`src/rtl/prod_accum_pkg.sv`:
```
`default_nettype none
// ============================================================================
// Module      : prod_accum_pkg
// Description : Shared types and default widths for the product accumulator.
// Revision    : 1.0 - initial release
// ============================================================================
package prod_accum_pkg;

    // Default widths: a 16x16 multiplier feeds 32-bit products into a
    // 40-bit accumulator, giving 8 bits of guard headroom.
    localparam int PROD_W_DEFAULT = 32;
    localparam int ACC_W_DEFAULT  = 40;
    localparam int CNT_W_DEFAULT  = 8;

    // ST_ACC : collecting terms of the current sum
    // ST_HOLD: presenting a finished sum to the consumer
    typedef enum logic [0:0] {
        ST_ACC  = 1'b0,
        ST_HOLD = 1'b1
    } state_t;

endpackage : prod_accum_pkg
`default_nettype wire

```
`src/rtl/prod_accum_sat_add.sv`:
```
`default_nettype none
// ============================================================================
// Module      : sat_add
// Description : W-bit unsigned adder with carry out. With PROD_ACCUM_SAT_EN
//               defined the result clamps to all-ones on carry; otherwise it
//               wraps modulo 2^W. The carry is reported in both builds.
// Revision    : 1.0 - initial release
// ============================================================================
module sat_add
    import prod_accum_pkg::*;
#(
    parameter int W = ACC_W_DEFAULT
) (
    input  logic [W-1:0] a,
    input  logic [W-1:0] b,
    output logic [W-1:0] sum,
    output logic         carry
);

    logic [W:0] full;

    // One extra bit captures the carry; the result is clamped or wrapped.
    always_comb begin
        full  = {1'b0, a} + {1'b0, b};
        carry = full[W];
`ifdef PROD_ACCUM_SAT_EN
        sum   = carry ? {W{1'b1}} : full[W-1:0];
`else
        sum   = full[W-1:0];
`endif
    end

endmodule : sat_add
`default_nettype wire

```
`src/rtl/prod_accum.sv`:
```
`default_nettype none
// ============================================================================
// Module      : prod_accum
// Description : Accumulates a stream of unsigned products into a sum, counts
//               the terms and flags overflow. A beat with in_last closes the
//               sum, which is held on out_* until the consumer takes it.
//               Optional macro PROD_ACCUM_SAT_EN: saturate instead of wrap.
// Revision    : 1.0 - initial release
// ============================================================================
module prod_accum
    import prod_accum_pkg::*;
#(
    parameter int PROD_W = PROD_W_DEFAULT,
    parameter int ACC_W  = ACC_W_DEFAULT,
    parameter int CNT_W  = CNT_W_DEFAULT
) (
    input  logic              clk,
    input  logic              rst,
    input  logic              in_valid,
    output logic              in_ready,
    input  logic [PROD_W-1:0] in_product,
    input  logic              in_last,
    input  logic              clr,
    output logic              out_valid,
    input  logic              out_ready,
    output logic [ACC_W-1:0]  out_sum,
    output logic [CNT_W-1:0]  out_cnt,
    output logic              out_ovf
);

    state_t             state;
    state_t             next_state;
    logic               armed;      // low in reset, high from the first edge after
    logic [ACC_W-1:0]   acc;
    logic [CNT_W-1:0]   cnt;
    logic               ovf;

    logic               accept;
    logic               clr_now;
    logic [ACC_W-1:0]   prod_ext;
    logic [ACC_W-1:0]   acc_base;
    logic [CNT_W-1:0]   cnt_base;
    logic               ovf_base;
    logic [ACC_W-1:0]   add_sum;
    logic               add_carry;
    logic [CNT_W-1:0]   cnt_inc;
    logic               ovf_new;

    assign accept   = in_valid && in_ready;
    assign prod_ext = ACC_W'(in_product);

    // clr takes effect before a same-cycle beat, so the beat starts a new sum.
    assign clr_now  = clr && (state == ST_ACC);
    assign acc_base = clr_now ? '0 : acc;
    assign cnt_base = clr_now ? '0 : cnt;
    assign ovf_base = clr_now ? 1'b0 : ovf;

    sat_add #(
        .W (ACC_W)
    ) u_sat_add (
        .a     (acc_base),
        .b     (prod_ext),
        .sum   (add_sum),
        .carry (add_carry)
    );

    // Term counter sticks at all-ones instead of wrapping.
    assign cnt_inc = (&cnt_base) ? cnt_base : cnt_base + CNT_W'(1);
    assign ovf_new = ovf_base | add_carry;

    // Holds in_ready low until the first clock edge after reset is released.
    always_ff @(posedge clk or posedge rst) begin
        if (rst) armed <= 1'b0;
        else     armed <= 1'b1;
    end

    // FSM state register.
    always_ff @(posedge clk or posedge rst) begin
        if (rst) state <= ST_ACC;
        else     state <= next_state;
    end

    // FSM next state and handshake outputs.
    always_comb begin
        next_state = state;
        in_ready   = 1'b0;
        out_valid  = 1'b0;
        case (state)
            ST_ACC: begin
                in_ready = armed;
                if (in_valid && armed && in_last) next_state = ST_HOLD;
            end
            ST_HOLD: begin
                out_valid = 1'b1;
                if (out_ready) next_state = ST_ACC;
            end
            default: next_state = ST_ACC;
        endcase
    end

    // Accumulator, counter, sticky overflow and the held result.
    always_ff @(posedge clk or posedge rst) begin
        if (rst) begin
            acc     <= '0;
            cnt     <= '0;
            ovf     <= 1'b0;
            out_sum <= '0;
            out_cnt <= '0;
            out_ovf <= 1'b0;
        end else begin
            case (state)
                ST_ACC: begin
                    if (accept) begin
                        acc <= add_sum;
                        cnt <= cnt_inc;
                        ovf <= ovf_new;
                        if (in_last) begin
                            out_sum <= add_sum;
                            out_cnt <= cnt_inc;
                            out_ovf <= ovf_new;
                        end
                    end else if (clr) begin
                        acc <= '0;
                        cnt <= '0;
                        ovf <= 1'b0;
                    end
                end
                ST_HOLD: begin
                    if (out_ready) begin
                        acc <= '0;
                        cnt <= '0;
                        ovf <= 1'b0;
                    end
                end
                default: ;
            endcase
        end
    end

endmodule : prod_accum
`default_nettype wire

```
`config.mk`:
```
export PLATFORM = sky130hd
export DESIGN_NAME = prod_accum
export DESIGN_NICKNAME = d
export VERILOG_FILES = /design/src/rtl/prod_accum_pkg.sv /design/src/rtl/prod_accum_sat_add.sv /design/src/rtl/prod_accum.sv
export SDC_FILE = /design/constraint.sdc
export NUM_CORES = 1
export LEC_CHECK = 0
export CAP_MARGIN = 15
export CORE_MARGIN = 5
export CORE_UTILIZATION = 50
export DETAILED_ROUTE_END_ITERATION = 16
export GPL_ROUTABILITY_DRIVEN = 0
export PLACE_DENSITY = 0.77
export RECOVER_POWER = 100
export SLEW_MARGIN = 20
export SYNTH_ARGS = -nofsm -noshare
export SYNTH_HDL_FRONTEND = slang
export SYNTH_HIERARCHICAL = 1
export SYNTH_SLANG_ARGS = --single-unit
```
`constraint.sdc`:
```
create_clock -name clk -period 3.8 [get_ports clk]
set_clock_uncertainty 0.2 [all_clocks]
set_input_delay 0.95 -clock clk [delete_from_list [all_inputs] [get_ports clk]]
set_output_delay 0.95 -clock clk [all_outputs]
set_load 0.03 [all_outputs]
```
# --- After elaboration in Yosys (flattened, before gate mapping) ---
# Index checks and enable logic that the tools add are counted.
totals:
  ff_bits: 100
  input_bits: 38
  out_inout_bits: 51
  wordCells: 42
classes:
  bitwise: 2
  addsub: 2
  n_eq_ne: 2
  muxes: 21
  reduce_logical: 7
op_table:
  columns: ["op", "count"]
  rows:
  - ["two-way mux 40 bit", 4]
  - ["one-hot mux 40 bit (2 select lines)", 1]
  - ["adder 40 x 32 -> 41 bit", 1]
  - ["two-way mux 8 bit", 5]
  - ["one-hot mux 8 bit (2 select lines)", 1]
  - ["adder 8 x 1 -> 8 bit, second input constant", 1]
  - ["two-way mux 1 bit", 8]
  - ["AND reduction 8 bit", 1]
  - ["logical AND 1 bit", 4]
  - ["one-hot mux 1 bit (2 select lines)", 2]
  - ["inequality test 3 bit, second input constant", 1]
  - ["AND reduction 3 bit", 1]
  - ["inequality test 2 bit, second input constant", 1]
  - ["AND reduction 2 bit", 1]
  - ["NOT 1 bit", 1]
  - ["OR 1 bit", 1]

# --- Longest topological paths before layout ---
# Gate-level depths: netlist of run 1.
depth:
  depth_word: 7
  ltp_mapped: 16
  mapped_depth_nobuf: 14

# --- By module ---
# The synthesis of run 1 kept the hierarchy.
by_module_without_submodules:
  columns: ["module", "cells_per_inst", "instances", "area_per_inst_um2", "seq_area_each_um2"]
  rows:
  - ["prod_accum", 343, 1, 4269.1, 2502.4]
  - ["sat_add", 286, 1, 2082.0, 0.0]

# --- Worst setup path after synthesis of run 1 ---
# Ideal clock, no wire load.
synth_timing:
  kind: "in2reg"
  startpoint: "input port clr"
  endpoint: "register out_sum[34]"
  path_buffers: 2
  cell_stages: 15
  required_time_ns: 3.475
  t_arrival_ns: 3.842
  slack_ns: -0.367
  path_cell_list: "nand2b_1 > buf_2 > clkbuf_1 > and2_1 > ha_1 > fa_1 > a21o_1 > a221oi_2 > o31a_1 > o21ai_2 > a21oi_4 > o21bai_2 > a221oi_2 > xnor2_1 > mux2_2"
synth_between:
  elab_chain_cells: 3
synth_lines:
  columns: ["item", "line", "text"]
  rows:
  - ["start, declared", "prod_accum.sv:23", "input logic clr,"]
  - ["logical AND 1 bit", "prod_accum.sv:53", "assign clr_now = clr && (state == ST_ACC);"]
  - ["two-way mux 40 bit", "prod_accum.sv:54", "assign acc_base = clr_now ? '0 : acc;"]
  - ["via acc_base[0]", "prod_accum.sv:41", "logic [ACC_W-1:0] acc_base;"]
  - ["adder 40 x 32 -> 41 bit", "prod_accum_sat_add.sv:24", "full = {1'b0, a} + {1'b0, b};"]
  - ["via add_sum[34]", "prod_accum.sv:44", "logic [ACC_W-1:0] add_sum;"]
  - ["end signal, assigned", "prod_accum.sv:118", "out_sum <= add_sum;"]
  - ["end, declared", "prod_accum.sv:26", "output logic [ACC_W-1:0] out_sum,"]
# The timed path passes the listed nets, and every way through them passes these cells.
# A chain may end at the register's enable or synchronous reset.

# --- Worst setup path in the final report of run 1 ---
layout_timing:
  startpoint: "input port clr"
  endpoint: "register out_sum[26]"
# Same word-level chain as after synthesis.

==> results of run 1 <==
Yosys cell counts, types with 3 or more instances:
master / count / area [um2]
sky130_fd_sc_hd__nor2b_1: 4 / 25.02
sky130_fd_sc_hd__o21ai_1: 9 / 45.04
sky130_fd_sc_hd__a22o_1: 40 / 350.3
sky130_fd_sc_hd__ha_1: 41 / 513.0
sky130_fd_sc_hd__a21o_1: 13 / 97.59
sky130_fd_sc_hd__dfrtp_1: 100 / 2502
sky130_fd_sc_hd__xnor2_1: 24 / 210.2
sky130_fd_sc_hd__inv_1: 14 / 52.55
sky130_fd_sc_hd__nand2b_1: 5 / 31.28
sky130_fd_sc_hd__a211o_1: 3 / 26.28
sky130_fd_sc_hd__and2_1: 46 / 287.8
sky130_fd_sc_hd__a32o_1: 4 / 40.04
sky130_fd_sc_hd__nand2_1: 41 / 153.9
sky130_fd_sc_hd__o21bai_1: 4 / 30.03
sky130_fd_sc_hd__mux2_2: 40 / 450.4
sky130_fd_sc_hd__a211oi_1: 3 / 22.52
sky130_fd_sc_hd__nor2_1: 19 / 71.32
sky130_fd_sc_hd__and4_1: 4 / 35.03
sky130_fd_sc_hd__clkbuf_1: 7 / 26.28
sky130_fd_sc_hd__xor2_1: 14 / 122.6
sky130_fd_sc_hd__nand4_1: 9 / 56.30
sky130_fd_sc_hd__o21a_1: 6 / 45.04
sky130_fd_sc_hd__nand3_1: 15 / 75.07
sky130_fd_sc_hd__nor3_1: 3 / 15.01
sky130_fd_sc_hd__buf_2: 22 / 110.1
sky130_fd_sc_hd__o21ai_0: 21 / 105.1
sky130_fd_sc_hd__a31o_2: 4 / 35.03
sky130_fd_sc_hd__o31ai_1: 3 / 22.52
sky130_fd_sc_hd__a21oi_1: 54 / 270.3
sky130_fd_sc_hd__and3_1: 4 / 25.02
per-layer routing:
layer,share of wire (%),track usage [%]
met2,49,39.77
met3,5.7,3.502
met4,3.4,11.97
met1,42,29.75
met5,0,0
critical path: cells and delay by family:
family          cells  cell delay (ns)
compound gates      2             0.43
xor+xnor            1             0.11
fa+ha+maj           1             0.32
buf+inv             3             0.46
mux                 1             0.27
simple gates        6             1.27
logic make-up after synthesis:
logic type / synth area share [%]
xor+xnor: 5.240
fa+ha+maj: 8.392
buf+inv: 3.645
simple gates: 14.76
mux: 7.250
flops: 39.40
other cells: 0.1182
compound gates: 21.20
area by class of cell:
class / instances / area (um2) / area share (%)
Sequential cell: 100 / 2502 / 28.99
Clock inverter: 4 / 48.80 / 0.5654
Clock buffer: 12 / 246.5 / 2.856
Inverter: 14 / 53.80 / 0.6234
Timing Repair Buffer: 199 / 1730 / 20.05
Multi-Input combinational cell: 490 / 3834 / 44.42
Tap cell: 172 / 215.2 / 2.493
state kept, by name, summed over array words and instances (netlist names):
register / count
out_sum: 40
cnt: 8
state: 1
out_cnt: 8
armed: 1
acc: 40
out_ovf: 1
ovf: 1
power groups by stage:
stage	clock [mW]	sequential (mW)	combinational (mW)
4_1_cts	0.948	1.45	1.89
6_report	0.930	1.43	1.84
2_1_floorplan	0	1.81	0.727
3_5_place_dp	0	1.46	1.87
3_3_place_gp	0	1.45	1.82
5_1_grt	0.995	1.47	1.96
final timing paths:
path	startpoint	endpoint	slack [ns]	cells after the start
setup / recovery	clr	out_sum[26]	0.02	14
hold / removal	out_cnt[3]	out_cnt[3]	0.28	2
setup reg to reg	state	out_sum[26]	0.16	13
hold reg to reg	out_cnt[3]	out_cnt[3]	0.28	2
max in group asynchronous	rst	acc[30]	0.84	3
min in group asynchronous	rst	out_sum[2]	1.00	2
timing repair:
item | in CTS | in global routing
resized for setup | 7 | 17
cloned | 2 | 0
hold buffers | 0 | 0
pin swaps | 0 | 15
endpoints found under the setup margin | 58 | 10
hold endpoints to repair | 0 | 0
buffers inserted | 0 | 2
==> qor_table.md, run 1 <==
| Item | Reported | Unit |
|---|---|---|
| Status | complete, no violations | - |
| Sequential fraction of the synthesis area | 39.40 | % |
| Share of layout cells above drive strength 1 | 25.15 | % |
| Cell area after placement | 8245 | um2 |
| Async set-or-reset flop fraction in the synthesized netlist | 100.0 | % |
| DPL Wire Length | 12,560 | um |
| Antenna-violating nets left | 0 | - |
| Starting density of the core | 50.74 | % |
| Period utilization | 99.46 | % |
| GRT Overall Usage | 23.71 | % |
| Die span in y | 122.7 | um |
| Synth unique cells | 71 | - |
| Routed WL | 17,660 | um |
| Worst setup timing slack at the placement stage | -0.8592 | ns |
| Slew at the pin closest to its max-slew limit | 1.126 | ns |
| Critical Path Sink Type | flip-flop | - |
| Commonest non-fill, non-tap cells in the layout | sky130_fd_sc_hd__dfrtp_1, sky130_fd_sc_hd__buf_4, sky130_fd_sc_hd__dlygate4sd3_1 | - |
| Cell area after layout | 8631 | um2 |
| Total placed cells including tap cells | 971 | - |
| Most common flop cell mapped by yosys | sky130_fd_sc_hd__dfrtp_1 | - |
| Full die area | 15,060 | um2 |
| CORE AREA | 12,520 | um2 |
| Pwr dens | 487.2 | nW/um2 |
| Net switching power of the design | 1.539 | mW |
| Average cell area after synthesis | 10.10 | um2 |
| Final sum of negative setup slack | 0 | ns |
| Number of I/O port buffers | 88 | - |
| Count of H-tree levels built during CTS | 3 | - |
| Number of violations of the max-capacitance limit | 0 | - |
| Pin count of the biggest net entering global routing | 47 | - |
| Crit path max-delay cell type | sky130_fd_sc_hd__or4b_1 | - |
| Net switching fraction of the power | 36.60 | % |
| Wire length of the first global-routing pass | 28,170 | um |
| Final worst path period need | 3.779 | ns |
| Synthesized cell area | 6351 | um2 |
| Critical path class | in -> reg | - |
| Drt first-iter violations | 385 | - |
| Total Nets Final | 894 | - |
| Number of synthesized register bits | 100 | - |
| Horizontal die dimension | 122.7 | um |
| Count of final hold-check violations | 0 | - |
| CTS buffer count | 9 | - |
| Hold WS | 0.2803 | ns |
| Clock network fraction of total power | 22.1 | % |
| Warning count from the yosys run | 6 | - |
| HP Class | reg -> reg | - |
| Most common library cell in the layout ignoring fill and taps | sky130_fd_sc_hd__dfrtp_1 | - |
| CTS sink count | 100 | - |
| Maximum root-to-sink buffer count | 2 | - |
| Crit-path max cell delay | 0.46 | ns |
| Number of synthesized flops with an enable pin | 0 | - |
| Post-synthesis instance total | 629 | - |
| Leakage power of the design | 4.039 | nW |
| Number of endpoints failing setup at the final stage | 0 | - |
| Final design utilization | 68.95 | % |
| Layout area overhead | 35.89 | % |
| DRC viols | 0 | - |
| Total gr overflow | 0 | - |
| Via density per instance | 5.801 | - |
| Post-route worst setup slack | 0.02065 | ns |
| Max Fclk | 264.6 | MHz |
| CP Max Fanout | 8 | - |
| Post-layout total power | 4.205 | mW |
| CTS Root Buffer Type | sky130_fd_sc_hd__clkbuf_16 | - |
| Worst IR drop on VDD | 0.3435 | mV |
| Seq pwr share | 34.1 | % |
| Pre-Repair DR Iteration Count | 5 | - |
| Total vias in the final route | 5,749 | - |
| Worst setup SP type | primary input | - |
| Routed WL per cell | 17.82 | um |
| Count of pins over their slew limit | 0 | - |
| Max-Slew Margin vs Limit | 24.93 | % |
| Num rows | 41 | - |
| Via count of the first global-routing pass | 5,890 | - |
| Internal power | 2.666 | mW |
| Crit-path most repeated cell | sky130_fd_sc_hd__o21ai_2 | - |
| IO Count | 89 | - |
| Share of power burned in combinational logic | 43.8 | % |
| Endpoint arrival time on the critical path | 3.83 | ns |
| Finished Layout Cells | 991 | - |
| Fill cell total of the finished layout | 954 | - |
| Required time at the worst-slack endpoint | 3.85 | ns |
| Clock-pin slew on the worst setup and hold paths | 0.07 | ns |
| Number of antenna violations at the first check in global routing | 0 | - |
| CTS tree | built | - |
| Number of inserted diodes | 0 | - |
| Cells along the critical path | buf_6 > nand2b_4 > clkbuf_4 > and2_0 > ha_1 > and4_1 > or4b_1 > o21ai_2 > buf_4 > nand3_2 > or2_4 > o21ai_2 > xor2_1 > mux2_2 | - |
| Worst-Skew Late Latency | 0.36 | ns |
Power figures use the tool's default switching activity.
==> run 2: changes to the inputs <==
- clock period: 3.8 -> 3.3 ns (I/O delays scaled with it)
==> run 2 against run 1 <==
The run now ends with setup timing left. Final cell count grew 2.0%. Global-route usage grew 1.4 points. Flip-flop and latch count did not move.
==> qor_table.md, run 2 (synthesis gave the netlist of run 1 again) <==
| Item | Reported | Unit |
|---|---|---|
| Drt first-iter violations | 434 | - |
| Layout area overhead | 48.48 | % |
| Cells along the critical path | buf_8 > nand2b_4 > buf_12 > and2_1 > ha_4 > and4_4 > nor4b_4 > inv_1 > or4_4 > o311ai_4 > o41ai_2 > buf_4 > nand3_1 > o211ai_1 > mux2_4 | - |
| Number of violations of the max-capacitance limit | 0 | - |
| Horizontal die dimension | 122.7 | um |
| Commonest non-fill, non-tap cells in the layout | sky130_fd_sc_hd__buf_4, sky130_fd_sc_hd__dfrtp_1, sky130_fd_sc_hd__clkdlybuf4s50_1 | - |
| Largest regs | acc (40), out_sum (40) | - |
| Detailed-routed wire length on met3 | 960 | um |
| Maximum root-to-sink buffer count | 2 | - |
| Worst-Skew Late Latency | 0.36 | ns |
| Max-Slew Margin vs Limit | 24.50 | % |
| Period utilization | 108.4 | % |
| Final sum of negative setup slack | -3.890 | ns |
| Most common library cell in the layout ignoring fill and taps | sky130_fd_sc_hd__buf_4 | - |
| Leakage power of the design | 4.271 | nW |
| Required time at the worst-slack endpoint | 3.34 | ns |
| Highest routed layer | met4 | - |
| Wire length of the first global-routing pass | 30,220 | um |
| Crit-path max cell delay | 0.51 | ns |
| Via count of the first global-routing pass | 6,254 | - |
| Worst setup SP type | primary input | - |
| Number of antenna violations at the first check in global routing | 0 | - |
| Share of layout cells above drive strength 1 | 35.40 | % |
| Die span in y | 122.7 | um |
| Num rows | 41 | - |
| Number of endpoints failing setup at the final stage | 33 | - |
| Final worst path period need | 3.577 | ns |
| Total gr overflow | 0 | - |
| CORE AREA | 12,520 | um2 |
| Count of H-tree levels built during CTS | 3 | - |
| Pwr dens | 560.4 | nW/um2 |
| Critical Path Sink Type | flip-flop | - |
| Crit path max-delay cell type | sky130_fd_sc_hd__or4_4 | - |
| Pin count of the biggest net entering global routing | 84 | - |
| Status | complete, but fails checks | - |
| IO Count | 89 | - |
| Finished Layout Cells | 1,011 | - |
| Met2 wirelength from detailed routing | 10,040 | um |
| Setup repair after global routing missed its margin | yes | - |
| Clock-pin slew on the worst setup and hold paths | 0.07 | ns |
| Max Fclk | 279.5 | MHz |
| GRT Overall Usage | 25.15 | % |
| Pre-Repair DR Iteration Count | 5 | - |
| Number of inserted diodes | 0 | - |
| CTS tree | built | - |
| Count of final hold-check violations | 0 | - |
| Post-route worst setup slack | -0.2775 | ns |
| Starting density of the core | 50.74 | % |
| Antenna-violating nets left | 0 | - |
| CTS sink count | 100 | - |
| Routed WL per cell | 19.40 | um |
| Total Nets Final | 914 | - |
| DRC viols | 0 | - |
| CTS buffer count | 9 | - |
| Total vias in the final route | 5,976 | - |
| Met1 WL | 8110 | um |
| Count of pins over their slew limit | 0 | - |
| DPL Wire Length | 12,150 | um |
| Violations in the final reports | setup timing | - |
| Hold buffer count at CTS | 0 | - |
| HP Class | reg -> reg | - |
| Routed WL | 19,620 | um |
| CP Max Fanout | 21 | - |
| Number of I/O port buffers | 88 | - |
| CTS Root Buffer Type | sky130_fd_sc_hd__clkbuf_16 | - |
| Via density per instance | 5.911 | - |
| Full die area | 15,060 | um2 |
| Total placed cells including tap cells | 976 | - |
| Critical path class | in -> reg | - |
| Endpoint arrival time on the critical path | 3.62 | ns |
| Slew at the pin closest to its max-slew limit | 1.132 | ns |
| Worst IR drop on VDD | 0.2710 | mV |
| Hold WS | 0.2856 | ns |
-- run 2: cell types whose count changed in the layout (fill, tap and decap cells not counted), moves of 8 or more --
| cell | previous run | this run |
|---|---|---|
| sky130_fd_sc_hd__a21oi_1 | 51 | 42 |
| sky130_fd_sc_hd__and2_4 | 3 | 15 |
| sky130_fd_sc_hd__buf_4 | 95 | 117 |
| sky130_fd_sc_hd__buf_6 | 2 | 11 |
| sky130_fd_sc_hd__clkdlybuf4s50_1 | 33 | 82 |
| sky130_fd_sc_hd__dlygate4sd3_1 | 53 | 2 |
| sky130_fd_sc_hd__ha_1 | 35 | 17 |
| sky130_fd_sc_hd__ha_4 | 6 | 24 |
| sky130_fd_sc_hd__mux2_2 | 39 | 31 |
| sky130_fd_sc_hd__mux2_4 | 1 | 9 |
| sky130_fd_sc_hd__o21ai_0 | 25 | 16 |
-- run 2: worst max-delay path, delay by kind of cell --
kind                     cells  cell delay, ns
AO/OA/AOI/OAI                3            0.33
adder cells (fa/ha/maj)      1            0.27
buffers and inverters        4            0.53
multiplexers                 1            0.30
AND/OR/NAND/NOR              6            1.35
-- run 2: area by class of cell --
type / instances / area [um2]
sequential: 100 / 2502
timing repair buffer: 220 / 1943
clock buffer: 11 / 232.7
fill: 810 / 3087
tap: 172 / 215.2
multi-input combinational: 489 / 4398
clock inverter: 5 / 85.08
inverter: 14 / 53.80
-- run 2: per-stage QoR --
stage               cell area, um2  power [mW]  utilization [%]  worst slack [ns]
floorplan                     6573       2.951                -           -0.5375
CTS                           9104       5.132            72.73           -0.1750
finish                        9430       5.285            75.34           -0.2775
global placement              8357       3.793            66.76            -1.054
detailed placement            8357       3.853            66.76            -1.189
global route                  9430       5.528            75.34           -0.3645
-- run 2: timing repair --
action / 4_1_cts / 5_1_grt
hold endpoints to repair: 0 / 0
endpoints found under the setup margin: 67 / 51
setup buffers: 10 / 8
gates resized for setup: 64 / 48
pin swaps: 24 / 37
gates cloned: 2 / 0
-- run 2: worst paths after layout --
check,to,cells past startpoint,from,slack [ns]
max reg2reg,out_sum[39],14,state,-0.22
min,out_cnt[4],2,out_cnt[4],0.29
max in group asynchronous,out_sum[20],3,rst,0.45
min in group asynchronous,out_cnt[0],2,rst,0.83
max,out_sum[39],15,clr,-0.28
min reg2reg,out_cnt[4],2,out_cnt[4],0.29
-- run 2: routing by layer --
layer | GRT usage, % | up-vias
met1 | 31.41 | 2984
met5 | 0 | -
li1 | - | 2708
met4 | 10.85 | 0
met3 | 3.456 | 54
met2 | 43.46 | 230
-- run 2: power breakdown --
group	switching (mW)	total [mW]	internal [mW]
registers	0.161	1.67	1.51
logic	1.27	2.45	1.18
clock network	0.492	1.16	0.670
total	1.93	5.28	3.36
==> run 3: changes to the inputs <==
- ABC_CLOCK_PERIOD_IN_PS: default -> 3300
- GPL_TIMING_DRIVEN: default -> 0
==> run 3 against run 2 <==
The run ends with capacitance limit, slew limit, setup timing left. Fmax shrank 1.4%. Flip-flop and latch count is the same. Routed wire length shrank 13%. Clock power shrank 7%. Highest routed layer unchanged.
==> qor_table.md, run 3 (synthesis gave the netlist of run 1 again) <==
| Item | Reported | Unit |
|---|---|---|
| Status | complete, but fails checks | - |
| Violations in the final reports | capacitance limit, slew limit, setup timing | - |
| CORE AREA | 12,520 | um2 |
| DPL Wire Length | 11,500 | um |
| Hold buffer count at CTS | 0 | - |
| Drt first-iter violations | 323 | - |
| CP Max Fanout | 10 | - |
| Max-Slew Margin vs Limit | -1.744 | % |
| Pin count of the biggest net entering global routing | 34 | - |
| Hold worst-path end | out_cnt[2] | - |
| Internal power | 3.071 | mW |
| Worst setup SP type | primary input | - |
| Post-route worst setup slack | -0.3265 | ns |
| CTS sink count | 100 | - |
| Die span in y | 122.7 | um |
| Highest routed layer | met4 | - |
| Largest regs | acc (40), out_sum (40) | - |
| Worst setup timing slack at the placement stage | -1.506 | ns |
| Terminus of the critical flop-to-flop path | out_sum[26] | - |
| Number of inserted diodes | 0 | - |
| Via count of the first global-routing pass | 5,503 | - |
| Number of endpoints failing setup at the final stage | 35 | - |
| Net switching power of the design | 1.830 | mW |
| FF-to-FF Start | state | - |
| Net switching fraction of the power | 37.34 | % |
| Total vias in the final route | 5,528 | - |
| Period utilization | 109.9 | % |
| Slew at the pin closest to its max-slew limit | 1.526 | ns |
| Cell area after layout | 8788 | um2 |
| Pre-Repair DR Iteration Count | 5 | - |
| Number of cells traversed by the worst register-to-register path | 13 | - |
| Post-layout total power | 4.901 | mW |
| Antenna-violating nets left | 0 | - |
| DRC viols | 0 | - |
| Detailed-routed wire length on met3 | 825 | um |
| Worst Hold Path Cells | 2 | - |
| Slack of the worst reg-to-reg path | -0.28 | ns |
| Number of I/O port buffers | 88 | - |
| Clock-pin slew on the worst setup and hold paths | 0.07 | ns |
| Total gr overflow | 0 | - |
| Number of violations of the max-capacitance limit | 1 | - |
| Total Nets Final | 855 | - |
| Leakage power of the design | 3.950 | nW |
| Count of H-tree levels built during CTS | 3 | - |
| Clock network fraction of total power | 22.1 | % |
| Critical path class | in -> reg | - |
| Required time at the worst-slack endpoint | 3.34 | ns |
| Count of pins over their slew limit | 30 | - |
| Share of power burned in combinational logic | 44.1 | % |
| Hold WS | 0.2787 | ns |
| Seq pwr share | 33.8 | % |
| Share of layout cells above drive strength 1 | 28.59 | % |
| Final worst path period need | 3.626 | ns |
| Number of antenna violations at the first check in global routing | 0 | - |
| Via density per instance | 5.807 | - |
| Met2 wirelength from detailed routing | 8463 | um |
| Setup repair after global routing missed its margin | yes | - |
| Pwr dens | 557.7 | nW/um2 |
| Num rows | 41 | - |
| Full die area | 15,060 | um2 |
| Starting density of the core | 50.74 | % |
| Maximum root-to-sink buffer count | 2 | - |
| Commonest non-fill, non-tap cells in the layout | sky130_fd_sc_hd__dfrtp_1, sky130_fd_sc_hd__dlygate4sd3_1, sky130_fd_sc_hd__a22o_1 | - |
| Horizontal die dimension | 122.7 | um |
| Hold path startpoint | out_cnt[2] | - |
| IO Count | 89 | - |
| CTS Root Buffer Type | sky130_fd_sc_hd__clkbuf_16 | - |
| CTS buffer count | 9 | - |
| Routed WL per cell | 17.88 | um |
| Endpoint arrival time on the critical path | 3.67 | ns |
| CTS tree | built | - |
| HP Class | reg -> reg | - |
| Worst IR drop on VDD | 0.3015 | mV |
| Wire length of the first global-routing pass | 26,720 | um |
| Most common library cell in the layout ignoring fill and taps | sky130_fd_sc_hd__dfrtp_1 | - |
| Worst-Skew Late Latency | 0.36 | ns |
| Count of final hold-check violations | 0 | - |
| Layout area overhead | 38.38 | % |
| Cell area after placement | 7729 | um2 |
| Critical Path Sink Type | flip-flop | - |
| GRT Overall Usage | 22.34 | % |
| Final design utilization | 70.21 | % |
| Routed WL | 17,020 | um |
| Max Fclk | 275.7 | MHz |
| Met1 WL | 7291 | um |
-- run 3: cell types whose count changed in the layout (fill, tap and decap cells not counted), moves of 4 or more --
cell                              before  now
sky130_fd_sc_hd__buf_4               117   39
sky130_fd_sc_hd__o21ai_2               4    8
sky130_fd_sc_hd__clkbuf_1              3   10
sky130_fd_sc_hd__dlygate4sd3_1         2   52
sky130_fd_sc_hd__buf_6                11    7
sky130_fd_sc_hd__buf_2                 0   12
sky130_fd_sc_hd__and2_1               32   37
sky130_fd_sc_hd__ha_4                 24   19
sky130_fd_sc_hd__a21oi_2              11   15
sky130_fd_sc_hd__and2_4               15   10
sky130_fd_sc_hd__clkdlybuf4s50_1      82   34
-- run 3: metal layers --
metal	track usage [%]	up-vias
met1	28.42	2719
met2	37.85	175
met5	0	-
met3	3.825	40
met4	8.747	0
li1	-	2594
-- run 3: how the worst max path moves through the flow --
stage / startpoint / to / slack (ns) / cells after the start
2_1_floorplan: clr / out_sum[34] / -0.54 / 15
3_3_place_gp: clr / out_sum[34] / -1.46 / 16
3_5_place_dp: clr / out_sum[34] / -1.51 / 15
4_1_cts: clr / out_sum[34] / -0.31 / 15
5_1_grt: clr / out_sum[34] / -0.44 / 15
6_report: clr / out_sum[26] / -0.33 / 14
-- run 3: area by class of cell --
| cell class | count | area, um2 |
|---|---|---|
| inverter | 14 | 53.80 |
| clock inverter | 7 | 75.07 |
| tap | 172 | 215.2 |
| multi-input combinational | 488 | 4277 |
| buffer | 32 | 211.5 |
| sequential | 100 | 2504 |
| clock buffer | 9 | 225.2 |
| fill | 895 | 3729 |
| timing repair buffer | 130 | 1227 |
-- run 3: repair_timing --
| item | CTS | global route |
|---|---|---|
| buffers inserted | 32 | 9 |
| pin swaps | 37 | 24 |
| gates resized for setup | 75 | 38 |
| setup endpoints to repair | 67 | 47 |
-- run 3: power by group through the flow --
stage | clock network [mW] | logic (mW) | registers [mW]
6_report | 1.08 | 2.16 | 1.66
5_1_grt | 1.16 | 2.29 | 1.69
4_1_cts | 1.11 | 2.15 | 1.67
3_5_place_dp | 0 | 1.99 | 1.69
3_3_place_gp | 0 | 1.95 | 1.67
2_1_floorplan | 0 | 0.867 | 2.08
-- run 3: metrics by stage --
stage | cells | TNS [ns]
floorplan | 636 | -10.27
detailed placement | 899 | -72.85
global placement | 896 | -68.64
CTS | 945 | -5.470
global route | 952 | -20.99
finish | 952 | -6.311
-- run 3: critical path, stage by stage --
cell                       delay [ns]
sky130_fd_sc_hd__buf_8           0.08
sky130_fd_sc_hd__nand2b_4        0.09
sky130_fd_sc_hd__clkbuf_8        0.18
sky130_fd_sc_hd__and2_1          0.16
sky130_fd_sc_hd__ha_1            0.40
sky130_fd_sc_hd__and4_1          0.25
sky130_fd_sc_hd__or4b_4          0.48
sky130_fd_sc_hd__o21ai_4         0.21
sky130_fd_sc_hd__buf_4           0.15
sky130_fd_sc_hd__nand3_2         0.10
sky130_fd_sc_hd__or2_4           0.26
sky130_fd_sc_hd__o21ai_2         0.15
sky130_fd_sc_hd__xor2_1          0.09
sky130_fd_sc_hd__mux2_2          0.26
